--- config.mk ---
export PLATFORM = sky130hd
export DESIGN_NAME = decomp_stream_ctrl
export DESIGN_NICKNAME = d
export VERILOG_FILES = /design/src/rtl/decomp_stream_ctrl.sv
export SDC_FILE = /design/constraint.sdc
export NUM_CORES = 1
export LEC_CHECK = 0
export ABC_AREA = 1
export CAP_MARGIN = 20
export CORE_MARGIN = 3
export CORE_UTILIZATION = 50
export DETAILED_ROUTE_END_ITERATION = 10
export PLACE_DENSITY = 0.85
export SLEW_MARGIN = 20
export SYNTH_ARGS = -nofsm -noshare
export SYNTH_HDL_FRONTEND = slang
export SYNTH_SLANG_ARGS = --single-unit
export TNS_END_PERCENT = 1
--- constraint.sdc ---
create_clock -name clk -period 4.5 [get_ports clk]
set_input_delay 0.9 -clock clk [delete_from_list [all_inputs] [get_ports clk]]
set_output_delay 0.9 -clock clk [all_outputs]
set_load 0.03 [all_outputs]
--- src/rtl/decomp_stream_ctrl.sv ---
`default_nettype none
// ============================================================================
// Module      : decomp_stream_ctrl
// Description : Streams 256-coefficient polynomials from a source RAM through
//               the coefficient decomposer. Writes the a0/a1 results to a
//               destination RAM port at the same address offset.
// Revision    : 1.0 - initial release
// ============================================================================
module decomp_stream_ctrl #(
    parameter int ADDR_W   = 11,
    parameter int N_COEFF  = 256,
    parameter int MAX_POLY = 8
) (
    input  logic              clk,
    input  logic              rst,
    input  logic              start,
    input  logic [2:0]        sec_lvl,
    input  logic [3:0]        poly_cnt,
    input  logic [ADDR_W-1:0] rd_base,
    input  logic [ADDR_W-1:0] wr_base,
    output logic              busy,
    output logic              done,
    output logic              rd_en,
    output logic [ADDR_W-1:0] rd_addr,
    input  logic [23:0]       rd_data,
    output logic [2:0]        dec_sec_lvl,
    output logic [23:0]       dec_di,
    output logic              dec_valid_i,
    input  logic              dec_ready_i,
    input  logic [23:0]       dec_doa,
    input  logic [23:0]       dec_dob,
    input  logic              dec_valid_o,
    output logic              dec_ready_o,
    output logic              wr_en,
    output logic [ADDR_W-1:0] wr_addr,
    output logic [23:0]       wr_a0,
    output logic [5:0]        wr_a1,
    input  logic              wr_ready
);

    // Coefficient counters are wide enough for MAX_POLY * N_COEFF = 2048.
    localparam int         CNT_W      = 12;
    localparam int         FIFO_DEPTH = 2;
    localparam logic [3:0] MAX_POLY_C = 4'(MAX_POLY);

    typedef enum logic [1:0] {
        S_IDLE  = 2'd0,
        S_RUN   = 2'd1,
        S_DRAIN = 2'd2,
        S_DONE  = 2'd3
    } state_t;

    state_t            state_q,     state_d;
    logic [2:0]        sec_lvl_q,   sec_lvl_d;
    logic [CNT_W-1:0]  total_q,     total_d;
    logic [CNT_W-1:0]  rd_cnt_q,    rd_cnt_d;
    logic [CNT_W-1:0]  wr_cnt_q,    wr_cnt_d;
    logic [ADDR_W-1:0] rd_base_q,   rd_base_d;
    logic [ADDR_W-1:0] wr_base_q,   wr_base_d;
    logic              pending_q,   pending_d;
    logic [23:0]       fifo_mem_q [FIFO_DEPTH];
    logic [23:0]       fifo_mem_d [FIFO_DEPTH];
    logic              fifo_wptr_q, fifo_wptr_d;
    logic              fifo_rptr_q, fifo_rptr_d;
    logic [1:0]        fifo_cnt_q,  fifo_cnt_d;

    logic              cfg_bad;
    logic [CNT_W-1:0]  req_total;
    logic              push;
    logic              pop;
    logic [2:0]        rd_room;
    logic              wr_fire;
    logic              unused_dob_hi;

    // Only the low six bits of the decomposer's a1 output carry information.
    assign unused_dob_hi = ^dec_dob[23:6];

    // Configuration checks evaluated against the live start inputs.
    always_comb begin
        cfg_bad   = (poly_cnt == 4'd0) || (poly_cnt > MAX_POLY_C);
        req_total = CNT_W'(poly_cnt) * CNT_W'(N_COEFF);
    end

    // Handshake, address and status outputs.
    always_comb begin
        busy        = (state_q == S_RUN) || (state_q == S_DRAIN);
        done        = (state_q == S_DONE);
        dec_sec_lvl = sec_lvl_q;
        dec_valid_i = (fifo_cnt_q != 2'd0);
        dec_di      = fifo_mem_q[fifo_rptr_q];
        pop         = dec_valid_i & dec_ready_i;
        push        = pending_q;
        // Entries the FIFO will hold once the in-flight read lands and the
        // current pop retires; a new read is only allowed if this stays < 2.
        rd_room     = {1'b0, fifo_cnt_q} + {2'b00, pending_q} - {2'b00, pop};
        rd_en       = (state_q == S_RUN) && (rd_cnt_q < total_q) && (rd_room < 3'd2);
        rd_addr     = rd_base_q + ADDR_W'(rd_cnt_q);
        dec_ready_o = wr_ready;
        // The count guard keeps stale decomposer output from being written
        // when a rejected configuration passes through DRAIN with total 0.
        wr_fire     = dec_valid_o & wr_ready & busy & (wr_cnt_q != total_q);
        wr_en       = wr_fire;
        wr_addr     = wr_base_q + ADDR_W'(wr_cnt_q);
        wr_a0       = dec_doa;
        wr_a1       = dec_dob[5:0];
    end

    // Next-state logic for the sequencer and its configuration/counters.
    always_comb begin
        state_d   = state_q;
        sec_lvl_d = sec_lvl_q;
        total_d   = total_q;
        rd_base_d = rd_base_q;
        wr_base_d = wr_base_q;
        rd_cnt_d  = rd_cnt_q + {{(CNT_W-1){1'b0}}, rd_en};
        wr_cnt_d  = wr_cnt_q + {{(CNT_W-1){1'b0}}, wr_fire};

        case (state_q)
            S_IDLE: begin
                if (start) begin
                    sec_lvl_d = sec_lvl;
                    rd_base_d = rd_base;
                    wr_base_d = wr_base;
                    rd_cnt_d  = '0;
                    wr_cnt_d  = '0;
                    if (cfg_bad) begin
                        // Zero-length run: one cycle in DRAIN, then DONE,
                        // without touching either memory.
                        total_d = '0;
                        state_d = S_DRAIN;
                    end else begin
                        total_d = req_total;
                        state_d = S_RUN;
                    end
                end
            end
            S_RUN: begin
                if (rd_cnt_q == total_q) begin
                    state_d = S_DRAIN;
                end
            end
            S_DRAIN: begin
                // Look ahead at the updated count so done follows the last
                // write by exactly one cycle.
                if (wr_cnt_d == total_q) begin
                    state_d = S_DONE;
                end
            end
            S_DONE: begin
                state_d = S_IDLE;
            end
            default: begin
                state_d = S_IDLE;
            end
        endcase
    end

    // Two-entry read-data FIFO: push on the cycle after a read, pop on accept.
    always_comb begin
        fifo_mem_d  = fifo_mem_q;
        pending_d   = rd_en;
        fifo_wptr_d = fifo_wptr_q ^ push;
        fifo_rptr_d = fifo_rptr_q ^ pop;
        fifo_cnt_d  = fifo_cnt_q + {1'b0, push} - {1'b0, pop};
        if (push) begin
            fifo_mem_d[fifo_wptr_q] = rd_data;
        end
    end

    // State, configuration, counter and FIFO registers.
    always_ff @(posedge clk or negedge rst) begin
        if (!rst) begin
            state_q     <= S_IDLE;
            sec_lvl_q   <= '0;
            total_q     <= '0;
            rd_cnt_q    <= '0;
            wr_cnt_q    <= '0;
            rd_base_q   <= '0;
            wr_base_q   <= '0;
            pending_q   <= 1'b0;
            fifo_mem_q  <= '{default: '0};
            fifo_wptr_q <= 1'b0;
            fifo_rptr_q <= 1'b0;
            fifo_cnt_q  <= '0;
        end else begin
            state_q     <= state_d;
            sec_lvl_q   <= sec_lvl_d;
            total_q     <= total_d;
            rd_cnt_q    <= rd_cnt_d;
            wr_cnt_q    <= wr_cnt_d;
            rd_base_q   <= rd_base_d;
            wr_base_q   <= wr_base_d;
            pending_q   <= pending_d;
            fifo_mem_q  <= fifo_mem_d;
            fifo_wptr_q <= fifo_wptr_d;
            fifo_rptr_q <= fifo_rptr_d;
            fifo_cnt_q  <= fifo_cnt_d;
        end
    end

endmodule
`default_nettype wire

==> key figures <==
Status
  – Status: finished clean

CTS
  – Clk root buf: clkbuf_16
  – H-tree depth: 3
  – TritonCTS clock tree: built
  – Hold buffers post-CTS: 0
  – Total CTS buffers: 9
  – Post-CTS Repair Setup Buffers: 0
  – # clock sinks: 108
  – Clk_lat worst skew: between 0.3 and 0.4 ns
  – Reg clk slew, reported paths: 0.07 ns
  – Clock Tree Buf Depth: 2
  – PostCTS Resize Cnt: 0

Routing
  – DR iter-0 viols: roughly 330
  – Final ANT Viol Nets: 0
  – First-pass DRT Iterations: 4
  – Via-to-Cell Ratio: about 5
  – # DRC: 0
  – Total Routed Length: roughly 13,000 um
  – Routed len/inst: 13.0 um
  – Total number of vias: slightly below 5,000

Placed design
  – Placer congestion estimate: 0.811
  – Port buffer count: 113
  – Cells after DPL: 977
  – Post-detail-place hpwl: 9340 um
  – Placed inst area: 7260 um^2
  – Worst slack, placed: 0.273 ns

Global routing
  – Grt ovf: 0
  – Largest net degree at the start of global routing: 80
  – GR Util All Layers: 19.5%
  – Vias in the first global route: 4,934
  – Initial antenna violation count: 0
  – Global-route wire length before repair: approximately 21,000 um

Synthesis
  – #FFs+latches synth: 108
  – Area leader, netlist: dfrtp_1
  – Synth top area cells: dfrtp_1, nand2_1, ha_1
  – Synth Flop Type: dfrtp_1
  – Mapped Cells: 741
  – Post-synth top cells: nand2_1, dfrtp_1, inv_1, o21ai_0, ha_1
  – Ys Warns: 0
  – Post-synth EDFFs: 0
  – Async SR Flop Fraction: 100%
  – Avg Synthesized Cell Area: 8.35 um^2
  – Synthesized Nets: about 890
  – Post-synthesis sequential area ratio: roughly 44%
  – Top-count cell post-synth: nand2_1
  – Netlist Area Pre-Place: 6190 um^2
  – Synth top area share: 43.7%
  – Cell variety after synth: 34

Timing
  – Setup Skew: 0.00591 ns
  – Tcrit/Tclk final: between 80 and 90%
  – Relative slew slack: between 30% and 40%
  – Endpoints failing setup: 0
  – Least-Margin Pin Slew: 0.989 ns
  – Fmax: 254 MHz
  – Fin. Hold Viols: 0
  – Crit path time final: approximately 3.9 ns
  – RSZ-0062 raised after global routing: false
  – Slew Limit Fails: 0
  – Worst hold slack: 0.488 ns
  – Setup ws final: 0.565 ns
  – Setup TNS after final layout: 0 ns

Die
  – Initial core utilization: 51.3%
  – Die W: 117 um
  – Core area: 12,100 um^2
  – Die height: 117 um
  – Die area: 13,700 um^2
  – Rows: 40
  – I/O pin count: 192

Critical path
  – CP Launch Type: primary input
  – CP Class: in2out
  – Worst Setup End Kind: output pin
  – CP max FO: 2
  – WP data arrival: 3.03 ns
  – Req. time, crit path: 3.60 ns

Layout
  – Area of the multi-input gates: 2820 um^2
  – Final core occ: 62.5%
  – Area growth from synthesis to layout: 21.9%
  – Post-route insts no fill: between 900 and 1,000
  – Share of cells above drive strength 1: 7.27%
  – Design area: 7540 um^2
  – Sequential Area: roughly 2700 um^2
  – Final #Nets: a little under 1,000
  – N_diodes: 0
  – Layout fillers: 1,030

Pwr
  – Worst VDD drop: 473 uV
  – Clock power frac: between 15 and 20%
  – Net Sw Frac: between 40% and 50%
  – P per Cell Area: 625 nW/um^2
  – Static leakage: between 3 and 4 nW
  – Combinational group share of total power: 52.7%
  – Net Sw Power: between 2 and 2.5 mW
  – Int Pwr: 2.67 mW
  – Seq pwr share: 31.4%
  – Tot Pwr: 4.71 mW

Run
  – Maxcap violations: 0

Worst hold path
  – Worst hold path type: reg2reg
==> critical path, cell delays in order <==
cell and delay [ns]:
clkdlybuf4s50_1 0.40, nand2_1 0.11, inv_1 0.05, ha_1 0.26, inv_1 0.04, ha_1 0.18
fa_1 0.38, xnor2_1 0.14, nor3_1 0.24, buf_4 0.17, buf_4 0.15
==> power groups by stage <==
stage | Clock (mW) | Sequential (mW) | Combinational, mW
after detailed placement | 0 | 1.50 | 2.49
after CTS | 0.779 | 1.48 | 2.51
after global placement | 0 | 1.48 | 2.44
final | 0.750 | 1.48 | 2.49
after global routing | 0.816 | 1.52 | 2.74
after floorplan | 0 | 1.45 | 1.66
==> layer usage <==
metal	GRT usage (%)	up-vias	part of all wire [%]
met5	0	-	0
met4	5.96	0	2.0
met1	22.7	2288	43
li1	-	2502	-
met2	34.7	138	49
met3	5.45	25	5.9
==> state kept, by name, summed over array words and instances, names as in the netlist, 2 cells and up <==
name and flops:
dec_sec_lvl 3, wr_base_q 11, fifo_mem_q 48, total_q 4
rd_base_q 11, wr_cnt_q 12, state_q 2, rd_cnt_q 12
fifo_cnt_q 2
==> final timing paths <==
kind	slack [ns]	endpoint	depth (start not counted)	startpoint
setup / recovery	0.57	rd_en	11	dec_ready_i
hold / removal	0.49	dec_sec_lvl[1]	2	dec_sec_lvl[1]
setup reg to reg	0.93	rd_cnt_q[10]	19	fifo_cnt_q[1]
hold reg to reg	0.49	dec_sec_lvl[1]	2	dec_sec_lvl[1]
max in group asynchronous	2.95	wr_base_q[10]	2	rst
min in group asynchronous	0.69	fifo_mem_q[34]	1	rst
==> layout make-up <==
type,count,share of cell area (%)
Tap cell,168,2.79
Clock inverter,5,0.581
Sequential cell,108,35.8
Clock buffer,11,3.09
Inverter,95,4.73
Timing Repair Buffer,120,15.6
Multi-Input combinational cell,486,37.3
==> placed cells by master (no fill, tap or decap), drive strengths merged, types with 11 or more instances in the layout <==
master and count:
a21oi 26, nor3 15, xor2 17, ha 36, clkbuf 11, o21ai 67, clkdlybuf4s50 111, nand2 200
nand3 25, mux2 24, inv 96, dfrtp 108, nor2 36
==> cell families (layout without fill, tap and decap cells) <==
kind of cell	count (synthesis)	in the layout	synth area share (%)
buffers and inverters	147	231	10.8
AO/OA/AOI/OAI	110	110	9.69
flip-flops	108	108	43.7
multiplexers	24	24	4.37
AND/OR/NAND/NOR	287	287	19.5
XOR/XNOR	26	26	3.68
adder cells (fa/ha/maj)	39	39	8.25
(Power assumes the default switching activity.)
